$ cat config.mk
export PLATFORM = sky130hd
export DESIGN_NAME = avalon_msg_gen
export DESIGN_NICKNAME = d
export VERILOG_FILES = /design/src/rtl/avalon_msg_gen.sv
export SDC_FILE = /design/constraint.sdc
export NUM_CORES = 1
export LEC_CHECK = 0
export BUFFER_PORTS_ARGS = -buffer_cell sky130_fd_sc_hd__buf_2
export CORE_AREA = 8 8 164 120
export DETAILED_ROUTE_END_ITERATION = 6
export DIE_AREA = 0 0 172 128
export GPL_TIMING_DRIVEN = 0
export PLACE_DENSITY = 0.46
export SLEW_MARGIN = 25
export SYNTH_ARGS = -nofsm -noshare
export SYNTH_HDL_FRONTEND = slang
export SYNTH_SLANG_ARGS = --single-unit
$ cat constraint.sdc
create_clock -name clk -period 3.8 [get_ports clk]
set_input_delay 0 -clock clk [delete_from_list [all_inputs] [get_ports clk]]
set_output_delay 0 -clock clk [all_outputs]
set_load 0.005 [all_outputs]
$ cat src/rtl/avalon_msg_gen.sv
// Avalon-ST message source: one start command emits one framed message of
// msg_len bytes carrying an incrementing byte pattern that begins at seed.
module avalon_msg_gen #(
  parameter int DATA_WIDTH_IN_BYTES = 4,
  parameter int LEN_WIDTH           = 16,
  localparam int EMPTY_W = (DATA_WIDTH_IN_BYTES > 1) ? $clog2(DATA_WIDTH_IN_BYTES) : 1
) (
  input  logic                             clk,
  input  logic                             rst,
  input  logic                             start,
  input  logic [LEN_WIDTH-1:0]             msg_len,
  input  logic [7:0]                       seed,
  output logic                             ready_for_start,
  output logic                             len_err,
  output logic [15:0]                      msg_count,
  output logic [DATA_WIDTH_IN_BYTES*8-1:0] gen_msg_data,
  output logic                             gen_msg_valid,
  input  logic                             gen_msg_rdy,
  output logic                             gen_msg_sop,
  output logic                             gen_msg_eop,
  output logic [EMPTY_W-1:0]               gen_msg_empty
);

  localparam logic [LEN_WIDTH-1:0] DW_L = LEN_WIDTH'(DATA_WIDTH_IN_BYTES);

  typedef enum logic {IDLE, SEND} state_t;

  state_t                           state_q, state_d;
  logic                             valid_q, valid_d;
  logic                             sop_q, sop_d;
  logic                             eop_q, eop_d;
  logic [EMPTY_W-1:0]               empty_q, empty_d;
  logic [DATA_WIDTH_IN_BYTES*8-1:0] data_q, data_d;
  logic                             len_err_q, len_err_d;
  logic [15:0]                      msg_count_q, msg_count_d;
  logic [LEN_WIDTH-1:0]             rem_q, rem_d;
  logic [7:0]                       next_byte_q, next_byte_d;

  logic                             accept, load_first, xfer, load_next, load;
  logic [LEN_WIDTH-1:0]             src_rem, beat_n, rem_after;
  logic [7:0]                       src_byte;
  logic                             beat_eop;
  logic [EMPTY_W-1:0]               beat_empty;
  logic [DATA_WIDTH_IN_BYTES*8-1:0] beat_data;

  assign accept     = start && (state_q == IDLE);
  assign load_first = accept && (msg_len != '0);
  assign xfer       = valid_q && gen_msg_rdy;
  assign load_next  = (state_q == SEND) && xfer && !eop_q;
  assign load       = load_first || load_next;

  // The beat builder works from either the fresh command or the bytes still owed.
  assign src_rem    = load_first ? msg_len : rem_q;
  assign src_byte   = load_first ? seed : next_byte_q;
  assign beat_n     = (src_rem >= DW_L) ? DW_L : src_rem;
  assign rem_after  = src_rem - beat_n;
  assign beat_eop   = (rem_after == '0);
  assign beat_empty = beat_eop ? EMPTY_W'(DW_L - beat_n) : '0;

  // Lane 0 sits in the most significant byte; lanes past the message end are zero.
  genvar gi;
  generate
    for (gi = 0; gi < DATA_WIDTH_IN_BYTES; gi++) begin : g_lane
      assign beat_data[(DATA_WIDTH_IN_BYTES-1-gi)*8 +: 8] =
        (src_rem > LEN_WIDTH'(gi)) ? (src_byte + 8'(gi)) : 8'h00;
    end
  endgenerate

  always_comb begin
    state_d     = state_q;
    valid_d     = valid_q;
    sop_d       = sop_q;
    eop_d       = eop_q;
    empty_d     = empty_q;
    data_d      = data_q;
    len_err_d   = 1'b0;
    msg_count_d = msg_count_q;
    rem_d       = rem_q;
    next_byte_d = next_byte_q;

    case (state_q)
      IDLE: begin
        if (accept) begin
          if (msg_len == '0) begin
            len_err_d = 1'b1;
          end else begin
            state_d = SEND;
          end
        end
      end
      SEND: begin
        if (xfer && eop_q) begin
          state_d     = IDLE;
          valid_d     = 1'b0;
          sop_d       = 1'b0;
          eop_d       = 1'b0;
          empty_d     = '0;
          data_d      = '0;
          msg_count_d = msg_count_q + 16'd1;
        end
      end
    endcase

    if (load) begin
      valid_d     = 1'b1;
      sop_d       = load_first;
      eop_d       = beat_eop;
      empty_d     = beat_empty;
      data_d      = beat_data;
      rem_d       = rem_after;
      next_byte_d = src_byte + 8'(beat_n);
    end
  end

  always_ff @(posedge clk) begin
    if (!rst) begin
      state_q     <= IDLE;
      valid_q     <= 1'b0;
      sop_q       <= 1'b0;
      eop_q       <= 1'b0;
      empty_q     <= '0;
      data_q      <= '0;
      len_err_q   <= 1'b0;
      msg_count_q <= '0;
      rem_q       <= '0;
      next_byte_q <= '0;
    end else begin
      state_q     <= state_d;
      valid_q     <= valid_d;
      sop_q       <= sop_d;
      eop_q       <= eop_d;
      empty_q     <= empty_d;
      data_q      <= data_d;
      len_err_q   <= len_err_d;
      msg_count_q <= msg_count_d;
      rem_q       <= rem_d;
      next_byte_q <= next_byte_d;
    end
  end

  assign ready_for_start = (state_q == IDLE);
  assign len_err         = len_err_q;
  assign msg_count       = msg_count_q;
  assign gen_msg_data    = data_q;
  assign gen_msg_valid   = valid_q;
  assign gen_msg_sop     = sop_q;
  assign gen_msg_eop     = eop_q;
  assign gen_msg_empty   = empty_q;

endmodule

### After elaboration in Yosys (flattened, before gate mapping)

Index checks and enable logic that the tools add are counted.

| word-level totals | value |
|---|---|
| bits in read-only memories | 0 |
| bits in latches | 0 |
| memories kept | 0 |
| logic and storage cells | 65 |
| output and inout port bits | 55 |
| flip-flop bits (word level) | 79 |
| RAM bits | 0 |
| input port bits | 28 |

| operators by class | value |
|---|---|
| muxes and demuxes | 24 |
| divide/modulo/power cells | 0 |
| bitwise operators | 3 |
| $lt $le $gt $ge | 5 |
| multipliers | 0 |
| shifts and indexed selects | 0 |
| $add $sub $neg | 7 |
| reductions and logical operators | 16 |
| equality and inequality tests | 0 |

Operators by type and width:

| operator | count |
|---|---|
| $mux W32 | 3 |
| $mux W8 | 5 |
| $gt A16 B1 Y1 const B | 2 |
| $gt A16 B2 Y1 const B | 2 |
| $logic_not A16 Y1 | 2 |
| $mux W16 | 2 |
| $add A16 B1 Y16 const B | 1 |
| $add A8 B2 Y8 const B | 2 |
| $ge A16 B3 Y1 const B | 1 |
| $reduce_bool A16 Y1 | 1 |
| $sub A16 B16 Y16 | 1 |
| $mux W1 | 9 |
| $add A8 B1 Y8 const B | 1 |
| $add A8 B8 Y8 | 1 |
| $mux W2 | 4 |
| $logic_and A1 B1 Y1 | 6 |
| $reduce_and A2 Y1 | 2 |
| $reduce_bool A2 Y1 | 2 |
| $not A1 Y1 | 3 |
| $reduce_or A3 Y1 | 1 |
| $pmux W1 S2 | 1 |
| $sub A1 B2 Y2 const A | 1 |
| $logic_not A1 Y1 | 1 |
| $logic_or A1 B1 Y1 | 1 |

### Logic depth before layout (Yosys ltp)

| depth | value |
|---|---|
| word-level depth | 10 |
| depth in mapped cells | 18 |
| mapped depth without buffers | 16 |

### Worst setup path before layout

OpenSTA, ideal clock, no wires.

| timing | value |
|---|---|
| path kind | reg2reg |
| start point | register state_q |
| end point | register next_byte_q[7] |
| required time | 3.684 ns |
| stages on the path, launching flop included | 18 |
| setup time | 0.116 ns |
| period minus slack after synthesis | 3.784 ns |
| path slack | 0.016 ns |
| path buffers | 3 |
| arrival time | 3.668 ns |
| path through | dfxtp_1 -> or2b_2 -> a21oi_2 -> buf_6 -> clkbuf_1 -> buf_2 -> mux2i_1 -> inv_1 -> ha_1 -> a21o_1 -> a21oi_1 -> o21bai_1 -> a21oi_1 -> o21bai_1 -> a21oi_1 -> xnor2_1 -> nand2_1 -> o211a_1 |

| on the way | value |
|---|---|
| cells in the longest elaborated chain, start to end | 7 |
| elaborated cells between the ends (all ways) | 11 |
| those cells by class | 1 x add/sub; 1 x order compare; 3 x mux; 1 x bitwise; 5 x reduce/logical |

Ends and longest elaborated chain:

| element | RTL line | RTL |
|---|---|---|
| start: declaration | 28 | `state_t state_q, state_d;` |
| start signal: assignment | 128 | `state_q <= state_d;` |
| $not A1 Y1 | -- |  |
| $logic_and A1 B1 Y1 | 46 | `assign accept = start && (state_q == IDLE);` |
| $logic_and A1 B1 Y1 | 47 | `assign load_first = accept && (msg_len != '0);` |
| $mux W16 | 53 | `assign src_rem = load_first ? msg_len : rem_q;` |
| $ge A16 B3 Y1 | 55 | `assign beat_n = (src_rem >= DW_L) ? DW_L : src_rem;` |
| $mux W16 | 55 |  |
| $add A8 B8 Y8 | 111 | `next_byte_d = src_byte + 8'(beat_n);` |
| end signal: assignment | 137 | `next_byte_q <= next_byte_d;` |
| end: declaration | 37 | `logic [7:0] next_byte_q, next_byte_d;` |

Parallel ways exist; a longest one is shown, timed or not.
A chain may end at the register's enable or synchronous reset.

### Worst setup path after layout

Ends and elaborated chain as after synthesis.

==> impl_metrics.tcl <==
set metrics [dict create \
    grt_first_pass_wirelength_mm 25.1 \
    tns_ps 0 \
    synth_warnings 0 \
    hp-class "input pin to flop" \
    avgSynthCellArea_um2 8.23 \
    use_met2_pct 20.8 \
    synthCells 569 \
    yosysMostFrequentCell "dfxtp_1" \
    met3_usage_pct 4.22 \
    cap_viol_max_count 0 \
    required_ps 4040 \
    fin_util_pct 34.1 \
    dp_hpwl_mm 12.2 \
    setup_violations 0 \
    finalCritPeriodShare_pct 95.3 \
    antenna_found_initial 0 \
    critPathKind "flop to flop" \
    clkPwrFrac_pct 40.0 \
    finalHoldViolCount 0 \
    finalPower_mw 2.70 \
    antennaDiodeCount 0 \
    ys_ff_latch 79 \
    cts_tree "done" \
    grt_pass1_vias 4421 \
    finalCriticalPeriod_ps 3620 \
    viasPerCell 5.12 \
    clockBufferDepth 2 \
    end_kind "flop" \
    drtPass1Iterations 5 \
    ys_types 65 \
    drv_slew 0 \
    clockRootBuffer "clkbuf_16" \
    synth_top_cell_area_share_pct 33.8 \
    netlist_top_cells_count "dfxtp_1, nor2_1, nand2_1" \
    relSlewSlack_pct 43.0 \
    powerDensity_mw_per_mm2 458 \
    critPathMaxFanout 19 \
    routabilityCongestion 0.855 \
    fin_area_mm2 0.00591 \
    port_buffers 82 \
    combPwrFrac_pct 25.0 \
    cts_buffers 9 \
    rsz0062_at_grt "yes" \
    die_w_um 172 \
    seqPwrFrac_pct 35.0 \
    coreArea_mm2 0.0173 \
    sw_frac_of_total_pct 30.8 \
    drt_iter0_drc 396 \
    grt_usage_pct 14.6 \
    drc 0 \
    grtUsageMet1_pct 20.9 \
    synth-edff-count 0 \
    num_io_pins 83 \
    cts_sinks 79 \
    yosysTopAreaCell "dfxtp_1" \
    ir_drop_mv 0.230 \
    synth.area.top_cells "dfxtp_1, nor2_1, a22oi_1" \
    drt-wirelength-per-cell_um 17.5 \
    tightest_slew_ps 854 \
    area_delta_synth_final_pct 26.1 \
    rows 41 \
    dr_total_vias 4658 \
    leakage_nw 2.42 \
    skew_ps 8.12 \
    nNetsFinal 710 \
    placed_cell_area_mm2 0.00540 \
    start_util_pct 27.0 \
    drtAntennaViolNets 0 \
    ys_seq_area_share_pct 33.8 \
    critPathLaunchType "flop" \
    rr_startpoint "state_q$_SDFF_PN0_" \
    busiest_layer "met1" \
    internal-power_mw 1.87 \
    p_switching_uw 834 \
    final_layout_size_suffix_gt1_share_pct 21.7 \
    ys_async_sr_fraction_pct 0 \
    status "completed" \
    grt_max_degree 20 \
    dieArea_mm2 0.0220 \
    clk_latency_ps 350 \
    grt_overflow_total 0 \
    cp.arrival_ps 3860 \
    hp-start "msg_len[12]" \
    path_clk_slew_ps 60 \
    die_h_um 128 \
    ys.flop_type "dfxtp_1" \
    htree_levels 3 \
    crit_start "state_q$_SDFF_PN0_" \
    wirelength_mm 15.9 \
    hold_buffers 0 \
    synth_area_mm2 0.00468 \
    clock.fmax_ghz 0.276 \
]
critical path: stages, from the launching register on:
cell and delay, ps:
dfxtp_2 360, or2b_2 370, a21oi_2 220, buf_8 250
buf_6 230, mux2i_4 290, inv_2 120, ha_1 310
a21o_1 150, a21oi_1 230, o21bai_1 90, a21oi_1 220
o21bai_1 110, a21oi_2 200, xnor2_1 130, nand2_1 70
o211a_1 150
worst paths after layout:
kind	end	slack (ps)	cells after the start
setup reg to reg	next_byte_q[7]$_SDFFE_PN0P_	180	16
setup / recovery	next_byte_q[7]$_SDFFE_PN0P_	180	16
hold reg to reg	next_byte_q[4]$_SDFFE_PN0P_	460	2
hold / removal	rem_q[12]$_SDFFE_PN0P_	30	3
kinds of logic after synthesis:
logic type      synth area share [%]
simple gates                    25.0
compound gates                  21.5
flops                           33.8
xor+xnor                        7.85
buf+inv                         3.34
mux                             4.49
fa+ha+maj                       3.90
other cells                    0.160
sequential cells by signal (all words and copies together), names as in the netlist:
signal and count:
gen_msg_valid 1, rem_q 16, next_byte_q 8, gen_msg_sop 1, state_q 1, gen_msg_data 32
gen_msg_eop 1, len_err 1, gen_msg_empty 2, msg_count 16
power by group through the flow:
stage | registers (mW) | clock network [mW] | logic [mW]
finish | 0.945 | 1.08 | 0.677
global placement | 0.954 | 0 | 0.639
global route | 0.952 | 1.14 | 0.755
detailed placement | 0.956 | 0 | 0.641
floorplan | 0.944 | 0 | 0.438
CTS | 0.939 | 1.11 | 0.657
what timing repair did:
action	CTS	global route
resized for setup	13	19
buffers inserted	0	4
cloned	0	0
endpoints found under the setup margin	23	10
through the flow:
stage	cells	setup WS (ps)	hold WS, ps
2_1_floorplan	572	15.7	163
3_3_place_gp	890	-1110	380
3_5_place_dp	890	-1120	390
4_1_cts	905	64.4	18.6
5_1_grt	909	-53.3	43.8
6_report	909	177	33.2
metal layers:
metal / up-vias / wire [um]
met5: - / 0
met4: 0 / 161
met3: 15 / 1070
met2: 149 / 6620
met1: 2245 / 8080
li1: 2249 / -
cell type report:
cell class	count	area, um2
Buffer	23	110
Clock buffer	11	233
Clock inverter	5	129
Fill cell	1873	11400
Inverter	15	56.3
Multi-Input combinational cell	454	3050
Sequential cell	79	1590
Tap cell	236	295
Timing Repair Buffer	86	440
cell usage in the layout, fill, tap and decap left out, types with 5 or more instances in the layout:
cell type,n
clkbuf_16,9
and2_1,6
nand3_1,16
or3_1,16
conb_1,5
mux2i_1,10
buf_4,5
ha_1,13
buf_2,83
a22oi_1,32
nand2b_1,5
o21ai_0,20
nor2b_1,16
xor2_1,19
xnor2_1,23
a21boi_0,11
and3_1,8
nand4_1,5
nor3_1,17
inv_1,11
dfxtp_2,6
nand2_1,51
a21oi_1,25
nor2_1,65
clkbuf_1,20
dfxtp_1,73
Note: power is estimated with default switching activity, not from simulation.
